File: src/rtl/peak_stream_fifo.sv
// peak_stream_fifo
// Captures each new frame of PEAKS peak records from the spectral peak finder
// into a small frame FIFO and serialises them as one peak per beat on a
// valid/ready stream. Frames are detected in the clk domain by watching the
// frame counter become stable and different from the last captured value.
//
// Ports:
//   clk, reset        CLOCK_50 and asynchronous active-high reset
//   amplitudes_in     PEAKS x AMPL_W per-bin peak amplitudes (signed)
//   freqs_in          PEAKS x FREQ_W per-bin frequency bin indices
//   counter_in        frame time, increments once per frame
//   out_valid/ready   stream handshake
//   out_amp/freq/time beat payload (amplitude, frequency bin, frame time)
//   out_bin           peak slot 0..PEAKS-1 of the beat
//   out_last          last emitted beat of the frame
//   overflow          sticky, a frame was dropped because the FIFO was full
//   drop_count        saturating count of dropped frames
//   ovf_clear         synchronous clear of overflow and drop_count
module peak_stream_fifo #(
  parameter int unsigned PEAKS      = 6,
  parameter int unsigned AMPL_W     = 16,
  parameter int unsigned FREQ_W     = 8,
  parameter int unsigned TIME_W     = 16,
  parameter int unsigned DEPTH      = 4,
  parameter bit          DROP_EMPTY = 1'b1
) (
  input  logic                           clk,
  input  logic                           reset,
  input  logic [PEAKS-1:0][AMPL_W-1:0]   amplitudes_in,
  input  logic [PEAKS-1:0][FREQ_W-1:0]   freqs_in,
  input  logic [TIME_W-1:0]              counter_in,
  output logic                           out_valid,
  input  logic                           out_ready,
  output logic signed [AMPL_W-1:0]       out_amp,
  output logic [FREQ_W-1:0]              out_freq,
  output logic [TIME_W-1:0]              out_time,
  output logic [2:0]                     out_bin,
  output logic                           out_last,
  output logic                           overflow,
  output logic [7:0]                     drop_count,
  input  logic                           ovf_clear
);

  localparam int unsigned IDX_W = $clog2(DEPTH);
  localparam int unsigned PTR_W = IDX_W + 1;
  localparam int unsigned BIN_W = 3;
  localparam int unsigned CNT_W = 8;

  typedef struct packed {
    logic [PEAKS-1:0][AMPL_W-1:0] amp;
    logic [PEAKS-1:0][FREQ_W-1:0] freq;
    logic [TIME_W-1:0]            tstamp;
  } rec_t;

  typedef enum logic [1:0] {
    ST_IDLE,
    ST_LOAD,
    ST_SEND
  } state_t;

  // Bits of m strictly above position k.
  function automatic logic [PEAKS-1:0] above_mask(input logic [PEAKS-1:0] m,
                                                  input logic [BIN_W-1:0] k);
    logic [PEAKS-1:0] r;
    r = '0;
    for (int i = 0; i < PEAKS; i++) begin
      if (m[i] && (i > int'(k))) r[i] = 1'b1;
    end
    return r;
  endfunction

  // Index of the lowest set bit of m (0 when m is empty).
  function automatic logic [BIN_W-1:0] low_bit(input logic [PEAKS-1:0] m);
    logic [BIN_W-1:0] r;
    r = '0;
    for (int i = PEAKS - 1; i >= 0; i--) begin
      if (m[i]) r = BIN_W'(i);
    end
    return r;
  endfunction

  // Synchroniser / stability stages and frame tracking
  rec_t                 s1_q, s1_d;
  rec_t                 s2_q, s2_d;
  logic [TIME_W-1:0]    last_time_q, last_time_d;

  // Frame FIFO
  rec_t                 mem_q [DEPTH];
  logic [PTR_W-1:0]     wr_ptr_q, wr_ptr_d;
  logic [PTR_W-1:0]     rd_ptr_q, rd_ptr_d;

  // Serialiser
  state_t               state_q, state_d;
  logic [PEAKS-1:0][AMPL_W-1:0] sh_amp_q, sh_amp_d;
  logic [PEAKS-1:0][FREQ_W-1:0] sh_freq_q, sh_freq_d;
  logic [TIME_W-1:0]    sh_time_q, sh_time_d;
  logic [PEAKS-1:0]     mask_q, mask_d;

  // Registered outputs
  logic                 out_valid_q, out_valid_d;
  logic [AMPL_W-1:0]    out_amp_q, out_amp_d;
  logic [FREQ_W-1:0]    out_freq_q, out_freq_d;
  logic [TIME_W-1:0]    out_time_q, out_time_d;
  logic [BIN_W-1:0]     out_bin_q, out_bin_d;
  logic                 out_last_q, out_last_d;
  logic                 overflow_q, overflow_d;
  logic [CNT_W-1:0]     drop_count_q, drop_count_d;

  // Combinational helpers
  logic                 capture_c;
  logic                 empty_c;
  logic                 full_c;
  logic                 pop_c;
  logic                 wr_en_c;
  logic                 drop_c;
  rec_t                 head_c;
  logic [PEAKS-1:0]     head_mask_c;
  logic [BIN_W-1:0]     first_bin_c;
  logic [BIN_W-1:0]     next_bin_c;
  logic                 ovf_base_c;
  logic [CNT_W-1:0]     drop_base_c;

  // Frame detect, FIFO status and overflow bookkeeping
  always_comb begin
    s1_d        = '{amp: amplitudes_in, freq: freqs_in, tstamp: counter_in};
    s2_d        = s1_q;
    last_time_d = last_time_q;

    // A frame is taken once its counter has been seen unchanged on two
    // consecutive stages, which filters single-cycle counter glitches.
    capture_c = (s2_q.tstamp != last_time_q) && (s1_q.tstamp == s2_q.tstamp);
    if (capture_c) last_time_d = s2_q.tstamp;

    empty_c = (wr_ptr_q == rd_ptr_q);
    full_c  = (wr_ptr_q[PTR_W-1] != rd_ptr_q[PTR_W-1]) &&
              (wr_ptr_q[IDX_W-1:0] == rd_ptr_q[IDX_W-1:0]);

    // The LOAD pop frees a slot in the same cycle, so a capture then fits.
    pop_c   = (state_q == ST_LOAD);
    wr_en_c = capture_c && (!full_c || pop_c);
    drop_c  = capture_c && full_c && !pop_c;

    wr_ptr_d = wr_ptr_q + PTR_W'(wr_en_c);
    rd_ptr_d = rd_ptr_q + PTR_W'(pop_c);

    // Clear is applied first so a simultaneous drop still registers.
    ovf_base_c  = ovf_clear ? 1'b0 : overflow_q;
    drop_base_c = ovf_clear ? '0 : drop_count_q;
    if (drop_c) begin
      overflow_d   = 1'b1;
      drop_count_d = (drop_base_c == 8'hFF) ? drop_base_c : drop_base_c + 8'd1;
    end else begin
      overflow_d   = ovf_base_c;
      drop_count_d = drop_base_c;
    end
  end

  // Head record and its emit mask
  always_comb begin
    head_c = mem_q[rd_ptr_q[IDX_W-1:0]];
    for (int k = 0; k < PEAKS; k++) begin
      head_mask_c[k] = !DROP_EMPTY || (head_c.amp[k] != '0);
    end
    first_bin_c = low_bit(head_mask_c);
    next_bin_c  = low_bit(above_mask(mask_q, out_bin_q));
  end

  // Serialiser next-state and registered outputs
  always_comb begin
    state_d     = state_q;
    sh_amp_d    = sh_amp_q;
    sh_freq_d   = sh_freq_q;
    sh_time_d   = sh_time_q;
    mask_d      = mask_q;
    out_valid_d = out_valid_q;
    out_amp_d   = out_amp_q;
    out_freq_d  = out_freq_q;
    out_time_d  = out_time_q;
    out_bin_d   = out_bin_q;
    out_last_d  = out_last_q;

    case (state_q)
      ST_IDLE: begin
        if (!empty_c) state_d = ST_LOAD;
      end

      ST_LOAD: begin
        sh_amp_d  = head_c.amp;
        sh_freq_d = head_c.freq;
        sh_time_d = head_c.tstamp;
        mask_d    = head_mask_c;
        if (head_mask_c == '0) begin
          state_d = ST_IDLE;
        end else begin
          state_d     = ST_SEND;
          out_valid_d = 1'b1;
          out_bin_d   = first_bin_c;
          out_amp_d   = head_c.amp[first_bin_c];
          out_freq_d  = head_c.freq[first_bin_c];
          out_time_d  = head_c.tstamp;
          out_last_d  = (above_mask(head_mask_c, first_bin_c) == '0);
        end
      end

      ST_SEND: begin
        if (out_valid_q && out_ready) begin
          if (out_last_q) begin
            out_valid_d = 1'b0;
            out_last_d  = 1'b0;
            state_d     = empty_c ? ST_IDLE : ST_LOAD;
          end else begin
            out_bin_d  = next_bin_c;
            out_amp_d  = sh_amp_q[next_bin_c];
            out_freq_d = sh_freq_q[next_bin_c];
            out_last_d = (above_mask(mask_q, next_bin_c) == '0);
          end
        end
      end

      default: begin
        state_d = ST_IDLE;
      end
    endcase
  end

  // State and control registers
  always_ff @(posedge clk or posedge reset) begin
    if (reset) begin
      s1_q         <= '0;
      s2_q         <= '0;
      last_time_q  <= '0;
      wr_ptr_q     <= '0;
      rd_ptr_q     <= '0;
      state_q      <= ST_IDLE;
      sh_amp_q     <= '0;
      sh_freq_q    <= '0;
      sh_time_q    <= '0;
      mask_q       <= '0;
      out_valid_q  <= 1'b0;
      out_amp_q    <= '0;
      out_freq_q   <= '0;
      out_time_q   <= '0;
      out_bin_q    <= '0;
      out_last_q   <= 1'b0;
      overflow_q   <= 1'b0;
      drop_count_q <= '0;
    end else begin
      s1_q         <= s1_d;
      s2_q         <= s2_d;
      last_time_q  <= last_time_d;
      wr_ptr_q     <= wr_ptr_d;
      rd_ptr_q     <= rd_ptr_d;
      state_q      <= state_d;
      sh_amp_q     <= sh_amp_d;
      sh_freq_q    <= sh_freq_d;
      sh_time_q    <= sh_time_d;
      mask_q       <= mask_d;
      out_valid_q  <= out_valid_d;
      out_amp_q    <= out_amp_d;
      out_freq_q   <= out_freq_d;
      out_time_q   <= out_time_d;
      out_bin_q    <= out_bin_d;
      out_last_q   <= out_last_d;
      overflow_q   <= overflow_d;
      drop_count_q <= drop_count_d;
    end
  end

  // Frame storage; contents are only meaningful between the pointers
  always_ff @(posedge clk) begin
    if (wr_en_c) mem_q[wr_ptr_q[IDX_W-1:0]] <= s2_q;
  end

  assign out_valid  = out_valid_q;
  assign out_amp    = out_amp_q;
  assign out_freq   = out_freq_q;
  assign out_time   = out_time_q;
  assign out_bin    = out_bin_q;
  assign out_last   = out_last_q;
  assign overflow   = overflow_q;
  assign drop_count = drop_count_q;

endmodule

File: config.mk
export PLATFORM = sky130hd
export DESIGN_NAME = peak_stream_fifo
export DESIGN_NICKNAME = d
export VERILOG_FILES = /design/src/rtl/peak_stream_fifo.sv
export SDC_FILE = /design/constraint.sdc
export NUM_CORES = 2
export LEC_CHECK = 0
export CORE_MARGIN = 1
export CORE_UTILIZATION = 55
export DETAILED_ROUTE_END_ITERATION = 10
export PLACE_DENSITY_LB_ADDON = 0.05
export SLEW_MARGIN = 10
export SYNTH_ARGS = -nofsm -noshare
export SYNTH_HDL_FRONTEND = slang
export SYNTH_SLANG_ARGS = --single-unit
File: constraint.sdc
create_clock -name clk -period 32.6 [get_ports clk]
set_clock_uncertainty 0.1 [all_clocks]
set_input_delay 8.15 -clock clk [delete_from_list [all_inputs] [get_ports clk]]
set_output_delay 8.15 -clock clk [all_outputs]
set_load 0.02 [all_outputs]
Word-level counts from Yosys, hierarchy flattened
Memories as Yosys holds them, arrays and structs flattened.
Cells that the tools add are included.

cells by class
  eq/ne operators = 13
  $add $sub $neg = 3
  mux-type cells = 92
  bitwise operators = 1
  reduce and logical (&&, ||, !) cells = 41
  order comparisons = 17

operator list
  cell                   count
  $bmux W16 S3           2
  $reduce_bool A16 Y1    6
  $mux W16               5
  $mux W8                8
  $mux W1                51
  $bmux W8 S3            2
  $mux W3                14
  $pmux W16 S2           1
  $logic_and A1 B1 Y1    21
  $gt A2 B3 Y1 const A   6
  $gt A3 B3 Y1 const A   6
  $eq A16 B16 Y1         1
  $ne A16 B16 Y1         1
  $pmux W8 S2            1
  $logic_not A5 Y1       2
  $ne A2 B2 Y1 const B   5
  $gt A1 B3 Y1 const A   3
  $add A8 B1 Y8 const B  1
  $eq A8 B8 Y1 const B   1
  $lt A3 B4 Y1 const B   2
  $mux W2                4
  $reduce_and A4 Y1      2
  $add A3 B1 Y3          2
  $logic_not A6 Y1       1
  15 further kinds       19

word-level totals
  output and inout bits = 54
  RAM bits = 640
  register bits after elaboration = 548
  memories kept = 1
  input bits = 164

memories
  name   depth  bits a word  rd ports  clocked after Yosys merged registers in  write ports  RTL line  source
  mem_q  4      160          1         0                                        1            88        rec_t mem_q [DEPTH];

Longest topological paths before layout
  word-level depth = 18
  mapped depth = 14

Worst setup path before layout
OpenSTA, ideal clock, no wires.

  path type = register to register
  start point = register rd_ptr_q[1]
  end point = memory mem_q[2][0] (netlist bit) (enable)
  cell stages (with the launch flop) = 9
  data required time = 31591 ps
  library setup time = 909 ps
  arrival time = 13272 ps
  path buffers = 3
  path slack = 18319 ps
  cell sequence = dfrtp_1 buf_2 clkbuf_1 buf_2 xnor2_1 nand2_1 nor3_1 or3_1 nor3b_1

on the way
  longest elaborated chain between the ends = 7

ends and longest elaborated chain
  element                        RTL line  source
  from (decl)                    90        logic [PTR_W-1:0] rd_ptr_q, rd_ptr_d;
  from (signal assigned)         252       rd_ptr_q <= rd_ptr_d;
  $eq A2 B2 Y1                   136       (wr_ptr_q[IDX_W-1:0] == rd_ptr_q[IDX_W-1:0]);
  $logic_and A1 B1 Y1            135       full_c = (wr_ptr_q[PTR_W-1] != rd_ptr_q[PTR_W-1]) &&
  $logic_not A1 Y1               140       wr_en_c = capture_c && (!full_c || pop_c);
  $logic_or A1 B1 Y1             140
  $logic_and A1 B1 Y1            140
  $mux W1                        271       if (wr_en_c) mem_q[wr_ptr_q[IDX_W-1:0]] <= s2_q;
  $mux W1 (implied by the code)  271
  to (decl)                      88

No other way between the ends.

Final worst setup path
  start point = register out_bin_q[2] (netlist: out_bin[2])
  end point = output out_bin[2]

RTL lines
  element                 RTL line  source
  from (decl)             104       logic [BIN_W-1:0] out_bin_q, out_bin_d;
  from (signal assigned)  262       out_bin_q <= out_bin_d;
  to (decl)               37        output logic [2:0] out_bin,

No word-level cell between the ends.

==> flow_summary.yaml <==
outcome:
  outcome: "finished, final reports clean"
die:
  fp.dieH_um: 281
  die_area_mm2: 0.0790
  rows: 101
  core_area_mm2: 0.0765
  io_pins: 218
  start_util_pct: 56.0
  die_w_um: 281
global_routing:
  grt_pass1_vias: 22119
  use_met2_pct: 35.7
  top_usage_layer: "met1"
  antenna_found_initial: 2
  overflow: 0
  grt_pass1_wl_um: 139000
  grt_max_degree: 157
  grt_use_met3_pct: 4.40
  met1_usage_pct: 36.3
  grtUsageTotal_pct: 23.9
hold_path:
  hold_class: "reg2reg"
  worstHoldStart: "s1_q[130]"
timing:
  fin_ws_ns: 22.29
  whs_ns: 0.246
  post-route-period-util_pct: 31.6
  worst_pin_slew_ns: 1.22
  slew_violations: 0
  maxSlewHeadroom_pct: 18.1
  finalSetupViolations: 0
  tns_ns: 0
  grt_setup_unrepaired: "false"
  hold_viol_final: 0
  fin_crit_ns: 10.31
  max_freq_mhz: 97.0
detailed_routing:
  vias_per_cell: 5.92
  num_vias: 21397
  routed_wl_um: 91600
  drtIter0Drc: 1895
  wl_per_cell_um: 25.3
  drc_errors: 0
  firstDrtPassIters: 5
  ant_nets: 0
synthesis:
  synth_area_mm2: 0.0428
  yosysTopAreaCell: "edfxtp_1"
  synth_top_area_share_pct: 44.9
  async_flop_share_pct: 46.1
  synth-seq-cells: 1187
  yosysSeqAreaShare_pct: 76.8
  ys_types: 62
  syn_avg_cell_area_um2: 19.4
  yosys_warnings: 0
  synthCells: 2214
  synth-edff-count: 640
  synth_area_leaders: "edfxtp_1 (45%), dfrtp_1 (32%), mux4_2 (8.4%)"
  synth_fp_nets: 2387
  ys.flop_type: "edfxtp_1"
setup_path:
  max_stage_delay_ns: 0.82
  end_kind: "output pin"
  start_kind: "flip-flop"
  critPathBufInv: 1
  critPathSlowestCell: "clkdlybuf4s50_1"
  worstPathRequired_ns: 24.35
  cp_max_fo: 13
  rr_startpoint: "rd_ptr_q[0]"
  arrival_ns: 2.06
  critPathLaunch: "out_bin[2]"
  critical-path-top-delay-family: "buffers and inverters"
  path_class: "reg2out"
  crit_path_cell_trace: "clkdlybuf4s50_1"
run:
  drv_cap: 0
cts:
  cts_max_level: 3
  cts_tree: "yes"
  numCtsBuffers: 118
  cts_root_buf: "clkbuf_16"
  clock_latency_ns: 0.68
  clk_path_buf_depth: 3
  cts_resized: 0
  hold_buffers: 0
  post_cts_buffers: 0
  clock_sinks: 1187
  clkTransAtPathRegs_ns: 0.06
placed_design:
  gp_congestion: 0.883
  dpl.cell_count: 3392
  dpl.hpwl_um: 56400
  dp_slack_ns: 21.46
  io_buffers: 217
finish:
  drive_above_1_share_pct: 22.5
  final_cell_mix: "edfxtp_1 (640), dfrtp_1 (545), clkdlybuf4s50_1 (217)"
  fillers: 5153
  layout.nets: 2655
  finalNonFillerCells: 3617
  final_core_utilization_pct: 65.7
  final_common_cell: "edfxtp_1"
  syn_to_final_growth_pct: 17.2
power:
  p_per_area_mw_per_mm2: 88.2
  max-vdd-ir-drop_mv: 0.0578
  p_leak_nw: 18.3
[state kept, by name, summed over array words and instances, names as in the netlist, 5 cells and up]
register,count
drop_count,8
last_time_q,16
mask_q,5
mem_q,640
out_amp,16
out_freq,8
out_time,16
s1_q,160
s2_q,160
sh_amp_q,96
sh_freq_q,48
[kinds of logic (layout without fill, tap and decap cells)]
logic type / after synthesis / after routing / synth area share [%]
adders and majority gates: 10 / 10 / 0.286
DFF: 1187 / 1187 / 76.8
xor gates and xnor gates: 39 / 39 / 0.797
AOI/OAI and AO/OA: 196 / 196 / 3.45
and+or+nand+nor: 282 / 282 / 3.22
other: 0 / 1 / 0
muxes: 385 / 385 / 14.2
buffers and inverters: 115 / 487 / 1.23
[cell usage after synthesis (all sizes together), types with 5 or more instances]
| cell | count |
|---|---|
| inv | 11 |
| o211ai | 25 |
| ha | 9 |
| nor2b | 5 |
| xnor2 | 21 |
| dfrtp | 547 |
| xor2 | 18 |
| mux4 | 160 |
| a21oi | 16 |
| mux2i | 39 |
| a221o | 8 |
| edfxtp | 640 |
| nor2 | 47 |
| a21o | 9 |
| o221ai | 24 |
| and3 | 8 |
| nand3 | 64 |
| nand2 | 84 |
| o21a | 8 |
| clkbuf | 64 |
| or4 | 7 |
| a32o | 7 |
| nor4 | 29 |
| nor3 | 5 |
| o21ai | 22 |
| a211oi | 27 |
| a31oi | 19 |
| buf | 40 |
| nand4 | 10 |
| o2111ai | 7 |
| mux2 | 186 |
| and4 | 5 |
| o22a | 5 |
| and2 | 5 |
[report_power, final]
group | switching (mW) | internal, mW | total (mW)
Sequential | 0.112 | 1.74 | 1.85
Combinational | 0.678 | 0.541 | 1.22
Clock | 0.554 | 0.809 | 1.36
[worst paths after layout]
| path | end | slack (ns) | cells after the start |
|---|---|---|---|
| worst max-delay path | out_bin[2] | 22.29 | 1 |
| worst min-delay path | s2_q[130] | 0.25 | 0 |
| worst max register to register | out_amp[3] | 26.77 | 9 |
| worst min register to register | s2_q[130] | 0.25 | 0 |
| max in group asynchronous | s1_q[80] | 22.32 | 4 |
| min in group asynchronous | s2_q[133] | 7.84 | 2 |
[per-stage QoR]
step / area, um2 / power [mW]
floorplan: 42800 / 2.67
global placement: 46200 / 3.07
detailed placement: 46200 / 3.09
CTS: 50200 / 4.46
global route: 50200 / 4.61
finish: 50200 / 4.43
[layer usage]
layer / vias up / wire, um
met1: 11359 / 41000
met2: 685 / 42700
met4: 2 / 2370
met3: 151 / 5470
met5: - / 17
li1: 9200 / -
[area by class of cell]
class / instances / area, um2 / area share [%]
flip-flops and latches: 1187 / 32900 / 65.5
multi-input cells: 912 / 9480 / 18.9
clock buffers: 166 / 3450 / 6.87
repair buffers: 252 / 2500 / 4.97
well taps: 1030 / 1290 / 2.57
clock inverters: 58 / 549 / 1.09
inverters: 11 / 48.8 / 0.0971
diodes: 1 / 2.50 / 0.00498
No activity file was read; power rests on OpenSTA's default activity.
